$ cat src/rtl/pipeline_ctrl_pkg.sv
// Shared constants for the pipeline hazard/stall controller: state encoding and field widths.
package pipeline_ctrl_pkg;

  localparam int REG_W   = 5;
  localparam int STALL_W = 16;
  localparam int STATE_W = 2;
  localparam int WAIT_W  = 8;
  localparam int FLUSH_W = 2;

  localparam logic [STATE_W-1:0] ST_RUN      = 2'd0;
  localparam logic [STATE_W-1:0] ST_MEM_WAIT = 2'd1;
  localparam logic [STATE_W-1:0] ST_FLUSH    = 2'd2;

endpackage

$ cat src/rtl/pipeline_ctrl_hazard_detect.sv
// Load-use hazard comparator: the load in EX writes a register the ID instruction reads.
module hazard_detect
  import pipeline_ctrl_pkg::*;
(
  input  logic [REG_W-1:0] id_rs1,
  input  logic [REG_W-1:0] id_rs2,
  input  logic             id_uses_rs2,
  input  logic             idex_memread,
  input  logic [REG_W-1:0] idex_rd,
  output logic             load_use
);

  // x0 is hardwired zero, so a load targeting it never creates a dependency
  assign load_use = idex_memread && (idex_rd != {REG_W{1'b0}}) &&
                    ((idex_rd == id_rs1) || (id_uses_rs2 && (idex_rd == id_rs2)));

endmodule

$ cat src/rtl/pipeline_ctrl.sv
// Pipeline control FSM: memory-stall, branch-flush and load-use priority mux plus stall statistics.
module pipeline_ctrl
  import pipeline_ctrl_pkg::*;
#(
  parameter int FLUSH_CYC = 1,
  parameter int MAX_WAIT  = 15
) (
  input  logic               clk,
  input  logic               arst_n,
  input  logic [REG_W-1:0]   id_rs1,
  input  logic [REG_W-1:0]   id_rs2,
  input  logic               id_uses_rs2,
  input  logic               idex_memread,
  input  logic [REG_W-1:0]   idex_rd,
  input  logic               branch_taken,
  input  logic               dmem_req,
  input  logic               dmem_ready,
  output logic               pc_en,
  output logic               ifid_en,
  output logic               idex_en,
  output logic               exmem_en,
  output logic               memwb_en,
  output logic               ifid_flush,
  output logic               idex_bubble,
  output logic               mem_timeout,
  output logic [STALL_W-1:0] stall_cnt
);

  localparam logic               FLUSH_MULTI = (FLUSH_CYC > 1);
  localparam logic [FLUSH_W-1:0] FLUSH_LOAD  = FLUSH_W'(FLUSH_CYC - 1);
  localparam logic [WAIT_W-1:0]  WAIT_LIMIT  = WAIT_W'(MAX_WAIT);

  logic [STATE_W-1:0] state_r, state_nxt_s;
  logic [WAIT_W-1:0]  wait_cnt_r, wait_nxt_s;
  logic [FLUSH_W-1:0] flush_cnt_r, flush_nxt_s;
  logic               timeout_r;
  logic [STALL_W-1:0] stall_cnt_r;
  logic               load_use_s;

  hazard_detect u_hazard (
    .id_rs1       (id_rs1),
    .id_rs2       (id_rs2),
    .id_uses_rs2  (id_uses_rs2),
    .idex_memread (idex_memread),
    .idex_rd      (idex_rd),
    .load_use     (load_use_s)
  );

  // Priority mux: reset > memory stall > taken branch > load-use; outputs act in the same cycle
  always_comb begin
    pc_en       = 1'b1;
    ifid_en     = 1'b1;
    idex_en     = 1'b1;
    exmem_en    = 1'b1;
    memwb_en    = 1'b1;
    ifid_flush  = 1'b0;
    idex_bubble = 1'b0;
    state_nxt_s = state_r;
    if (!arst_n) begin
      {pc_en, ifid_en, idex_en, exmem_en, memwb_en} = 5'b00000;
      ifid_flush  = 1'b1;
      idex_bubble = 1'b1;
      state_nxt_s = ST_RUN;
    end else begin
      case (state_r)
        ST_RUN: begin
          if (dmem_req && !dmem_ready) begin
            {pc_en, ifid_en, idex_en, exmem_en, memwb_en} = 5'b00000;
            state_nxt_s = ST_MEM_WAIT;
          end else if (branch_taken) begin
            ifid_flush  = 1'b1;
            idex_bubble = 1'b1;
            state_nxt_s = FLUSH_MULTI ? ST_FLUSH : ST_RUN;
          end else if (load_use_s) begin
            pc_en       = 1'b0;
            ifid_en     = 1'b0;
            idex_bubble = 1'b1;
          end else begin
            state_nxt_s = ST_RUN;
          end
        end
        ST_MEM_WAIT: begin
          if (!dmem_ready) begin
            {pc_en, ifid_en, idex_en, exmem_en, memwb_en} = 5'b00000;
          end else if (branch_taken) begin
            // branch held in EX across the stall is resolved on the ready cycle
            ifid_flush  = 1'b1;
            idex_bubble = 1'b1;
            state_nxt_s = FLUSH_MULTI ? ST_FLUSH : ST_RUN;
          end else begin
            state_nxt_s = ST_RUN;
          end
        end
        ST_FLUSH: begin
          ifid_flush = 1'b1;
          if (flush_cnt_r <= 2'd1) begin
            state_nxt_s = ST_RUN;
          end else begin
            state_nxt_s = ST_FLUSH;
          end
        end
        default: begin
          state_nxt_s = ST_RUN;
        end
      endcase
    end
  end

  // Wait counter numbers the current MEM_WAIT cycle; flush counter holds remaining FLUSH cycles
  always_comb begin
    wait_nxt_s  = {WAIT_W{1'b0}};
    flush_nxt_s = {FLUSH_W{1'b0}};
    if (state_nxt_s == ST_MEM_WAIT) begin
      wait_nxt_s = (wait_cnt_r == WAIT_LIMIT) ? wait_cnt_r : wait_cnt_r + 8'd1;
    end else begin
      wait_nxt_s = {WAIT_W{1'b0}};
    end
    if (state_nxt_s == ST_FLUSH) begin
      flush_nxt_s = (state_r == ST_FLUSH) ? flush_cnt_r - 2'd1 : FLUSH_LOAD;
    end else begin
      flush_nxt_s = {FLUSH_W{1'b0}};
    end
  end

  // State, counters, sticky timeout and saturating stall statistics
  always_ff @(posedge clk) begin
    if (!arst_n) begin
      state_r     <= ST_RUN;
      wait_cnt_r  <= {WAIT_W{1'b0}};
      flush_cnt_r <= {FLUSH_W{1'b0}};
      timeout_r   <= 1'b0;
      stall_cnt_r <= {STALL_W{1'b0}};
    end else begin
      state_r     <= state_nxt_s;
      wait_cnt_r  <= wait_nxt_s;
      flush_cnt_r <= flush_nxt_s;
      if ((state_nxt_s == ST_MEM_WAIT) && (wait_nxt_s == WAIT_LIMIT)) begin
        timeout_r <= 1'b1;
      end
      if (!pc_en && (stall_cnt_r != 16'hFFFF)) begin
        stall_cnt_r <= stall_cnt_r + 16'd1;
      end
    end
  end

  assign mem_timeout = timeout_r;
  assign stall_cnt   = stall_cnt_r;

endmodule

$ cat config.mk
export PLATFORM = sky130hd
export DESIGN_NAME = pipeline_ctrl
export DESIGN_NICKNAME = d
export VERILOG_FILES = /design/src/rtl/pipeline_ctrl_pkg.sv /design/src/rtl/pipeline_ctrl_hazard_detect.sv /design/src/rtl/pipeline_ctrl.sv
export SDC_FILE = /design/constraint.sdc
export NUM_CORES = 1
export LEC_CHECK = 0
export CAP_MARGIN = 0
export CORE_ASPECT_RATIO = 0.6
export CORE_UTILIZATION = 43
export DETAILED_ROUTE_END_ITERATION = 8
export PLACE_DENSITY = 0.76
export SYNTH_ARGS = -nofsm -noshare
export SYNTH_HDL_FRONTEND = slang
export SYNTH_HIERARCHICAL = 1
export SYNTH_SLANG_ARGS = --single-unit
$ cat constraint.sdc
create_clock -name clk -period 2.15 [get_ports clk]
set_clock_uncertainty 0.05 [all_clocks]
set_input_delay 0.215 -clock clk [delete_from_list [all_inputs] [get_ports clk]]
set_output_delay 0.215 -clock clk [all_outputs]
set_load 0.05 [all_outputs]
==> metrics.csv <==
stage,metric,value,unit
outcome,status,finished with violations,
outcome,violations,setup timing,
drt,drt_iter0_markers,41,
global_route,grt_overflow_total,0,
placement,dp_hpwl,3060,µm
timing,maxSlewViolCount,0,
critical_path,crit_slowest_cell,or3b_4,
critical_path,critPathRequiredTime,1880,ps
min_path,min_from,flush_cnt_r[0],
cts,cts_tree,yes,
synthesis,yosysMostFrequentCell,dfxtp_1,
cts,clkTransAtPathRegs,60,ps
critical_path,max_stage_delay,400,ps
synthesis,synthAdderAreaFrac,2.31,%
cts,root_buffer,clkbuf_8,
cells_and_area,antennaDiodeCount,0,
cts,h-tree-depth,2,
synthesis,yosys.area.top_type,dfxtp_1,
critical_path,cp-end-kind,output pin,
synthesis,yosys.area.top_type_share,35.8,%
cts,cts_sinks,29,
critical_path,cp_num_buf_inv,4,
synthesis,synth_nets,223,
critical_path,crit_path_start_kind,input pin,
synthesis,muxShareOfSynthArea,1.31,%
pwr,ir_drop,0.324,mV
timing,setup_violations,15,
synthesis,ys_async_sr_fraction,0,%
timing,setup_slack,-119,ps
synthesis,synth.distinct_cells,43,
cts,numCtsBuffers,5,
cts,cts_buffer_depth,2,
critical_path,rr_endpoint,stall_cnt[1],
timing,fin_crit_sh,106,%
synthesis,synth.yosys.seq_area_share,35.8,%
cts,cts_hold_buf,0,
timing,slew_headroom,66.2,%
critical_path,crit_chain,"buf_6, xor2_2, nor4_2, nand3_1, a21oi_2, or3b_4, a21oi_4, buf_6, buf_6, nor2_4, buf_8",
drt,viasPerCell,5.50,
timing,finalWorstPathRequiredPeriod,2270,ps
floorplanning,core.rowCount,16,
synthesis,synth_flop_cell,dfxtp_1,
pwr,p_int,890,µW
flow_run,maxCapViolCount,0,
placement,port_buffers,45,
timing,hold_ws,379,ps
floorplanning,num_io_pins,46,
synthesis,yosys.area_share.xor_xnor,8.64,%
global_route,grt_pass1_vias,1493,
critical_path,reg2reg_depth,7,
timing,worstMarginPinSlew,505,ps
cells_and_area,multi_input_area,1020,µm²
critical_path,worstSetupPathType,in2out,
drt,drc,0,
synthesis,synthSimpleGateAreaFrac,27.7,%
synthesis,synth-seq-cells,29,
floorplanning,start_util,47.4,%
critical_path,r2r_slack,10,ps
critical_path,arrival,2000,ps
pwr,pwr-share-clk,35.3,%
global_route,antenna_found_initial,0,
global_route,grt_max_degree,12,
cells_and_area,nets,286,
pwr,powerDensity,514,nW/µm²
pwr,p_leak,0.862,nW
critical_path,crit_family,simple AND/OR/NAND/NOR gates,
floorplanning,die_y,49.6,µm
drt,drtAntennaViolNets,0,
synthesis,syn_inst,198,
synthesis,synth-compound-area-share,18.0,%
timing,rsz0062_at_grt,yes,
pwr,p_switching,359,µW
global_route,grt_pass1_wl,7160,µm
synthesis,syn_avg_cell_area,8.20,µm²
drt,wl,4320,µm
synthesis,synth_top_family_by_area,simple AND/OR/NAND/NOR gates,
min_path,worstHoldPathCells,1,
floorplanning,dieWidth,81.3,µm
min_path,holdCritPathClass,reg2reg,
cells_and_area,drive_gt1_share,25.6,%
timing,hold_viol_final,0,
global_route,grt_use_total,23.3,%
cells_and_area,synthToLayoutAreaGrowth,49.7,%
synthesis,synth_edf_count,0,
critical_path,reg2reg_from,stall_cnt[0],
placement,dp.cells,295,
floorplanning,die_area,4030,µm²
critical_path,crit_fanout,3,
synthesis,synth.area.top_cells,"dfxtp_1 36%, xor2_1 5.9%, a21oi_1 5.2%, nand3_1 4.3%, nor2_1 3.9%",
synthesis,yosys_warnings,6,
cells_and_area,final.fill_count,287,
critical_path,cpMostUsedCell,buf_6,
drt,drtPass1Iterations,4,
cells_and_area,finalNonFillerCells,307,
pwr,swShare,28.8,%
pwr,seqPwrFrac,44.6,%
synthesis,ys_top_cells_by_count,"29 x dfxtp_1, 17 x a21oi_1, 17 x nor2_1, 14 x nand3_1",
placement,gp_congestion,0.833,
timing,fmax,0.441,GHz
cells_and_area,register_area,592,µm²
drt,wl_per_cell,14.1,µm
cts,clk_latency,280,ps
synthesis,syn_area,1620,µm²
pwr,p_comb_share,20.1,%
drt,route.vias.total,1690,
floorplanning,coreArea,3420,µm²
min_path,holdPathEnd,flush_cnt_r[0],
-- state kept, by name (all words and copies together) (netlist names) --
name,cells
stall_cnt,16
wait_cnt_r,8
flush_cnt_r,2
state_r,2
mem_timeout,1
-- cell type report --
cell class | instances | area share, %
Clock buffer | 6 | 2.99
Clock inverter | 2 | 0.412
Inverter | 9 | 1.39
Multi-Input combinational cell | 150 | 42.0
Sequential cell | 29 | 24.4
Tap cell | 45 | 2.32
Timing Repair Buffer | 66 | 26.5
-- cell usage in the layout (no fill, tap or decap), types with 8 or more instances in the layout --
master,instances
nor2_1,16
nand2_1,11
a21oi_1,14
clkdlybuf4s50_1,23
buf_6,8
buf_4,15
inv_1,9
nand3_1,14
xor2_1,10
or3_1,10
dfxtp_1,24
-- cell families after synthesis --
group / Yosys count
XOR/XNOR: 16
buffers and inverters: 20
adder cells (fa/ha/maj): 3
flip-flops: 29
AND/OR/NAND/NOR: 82
AO/OA/AOI/OAI: 46
multiplexers: 2
-- worst max-delay path by stage --
stage | start | to | slack, ps | depth (start not counted)
final | id_rs2[3] | pc_en | -120 | 11
after detailed placement | idex_rd[0] | stall_cnt[8] | -800 | 11
after global placement | idex_rd[0] | stall_cnt[8] | -740 | 11
after CTS | id_rs2[3] | stall_cnt[9] | -140 | 11
after floorplan | idex_rd[2] | stall_cnt[10] | -160 | 10
after global routing | id_rs2[3] | ifid_en | -210 | 11
-- repair_timing --
item,CTS,global route
pin swaps,15,12
setup endpoints to repair,19,18
buffers inserted,2,1
cloned,1,0
gates resized for setup,50,23
-- through the flow --
step / setup WS (ps) / setup TNS, ps / utilization, % / cell area [µm²] / total power [mW]
2_1_floorplan: -159 / -679 / - / 1640 / 0.687
3_3_place_gp: -736 / -11660 / 65.9 / 2250 / 0.800
3_5_place_dp: -802 / -12570 / 65.9 / 2250 / 0.803
4_1_cts: -140 / -1230 / 69.6 / 2380 / 1.24
5_1_grt: -215 / -2720 / 70.9 / 2430 / 1.30
6_report: -119 / -637 / 70.9 / 2430 / 1.25
-- power by group through the flow --
| stage | logic [mW] | clock network (mW) | registers, mW |
|---|---|---|---|
| floorplan | 0.0985 | 0 | 0.589 |
| global placement | 0.231 | 0 | 0.569 |
| detailed placement | 0.234 | 0 | 0.569 |
| CTS | 0.243 | 0.444 | 0.557 |
| global route | 0.267 | 0.471 | 0.559 |
| finish | 0.251 | 0.441 | 0.557 |
-- layer usage --
layer	wire length, µm	GRT usage (%)
met5	0	0
met1	2190	35.6
met3	358	6.30
met4	14	6.55
met2	1760	31.3
Note: power is estimated with default switching activity, not from simulation.
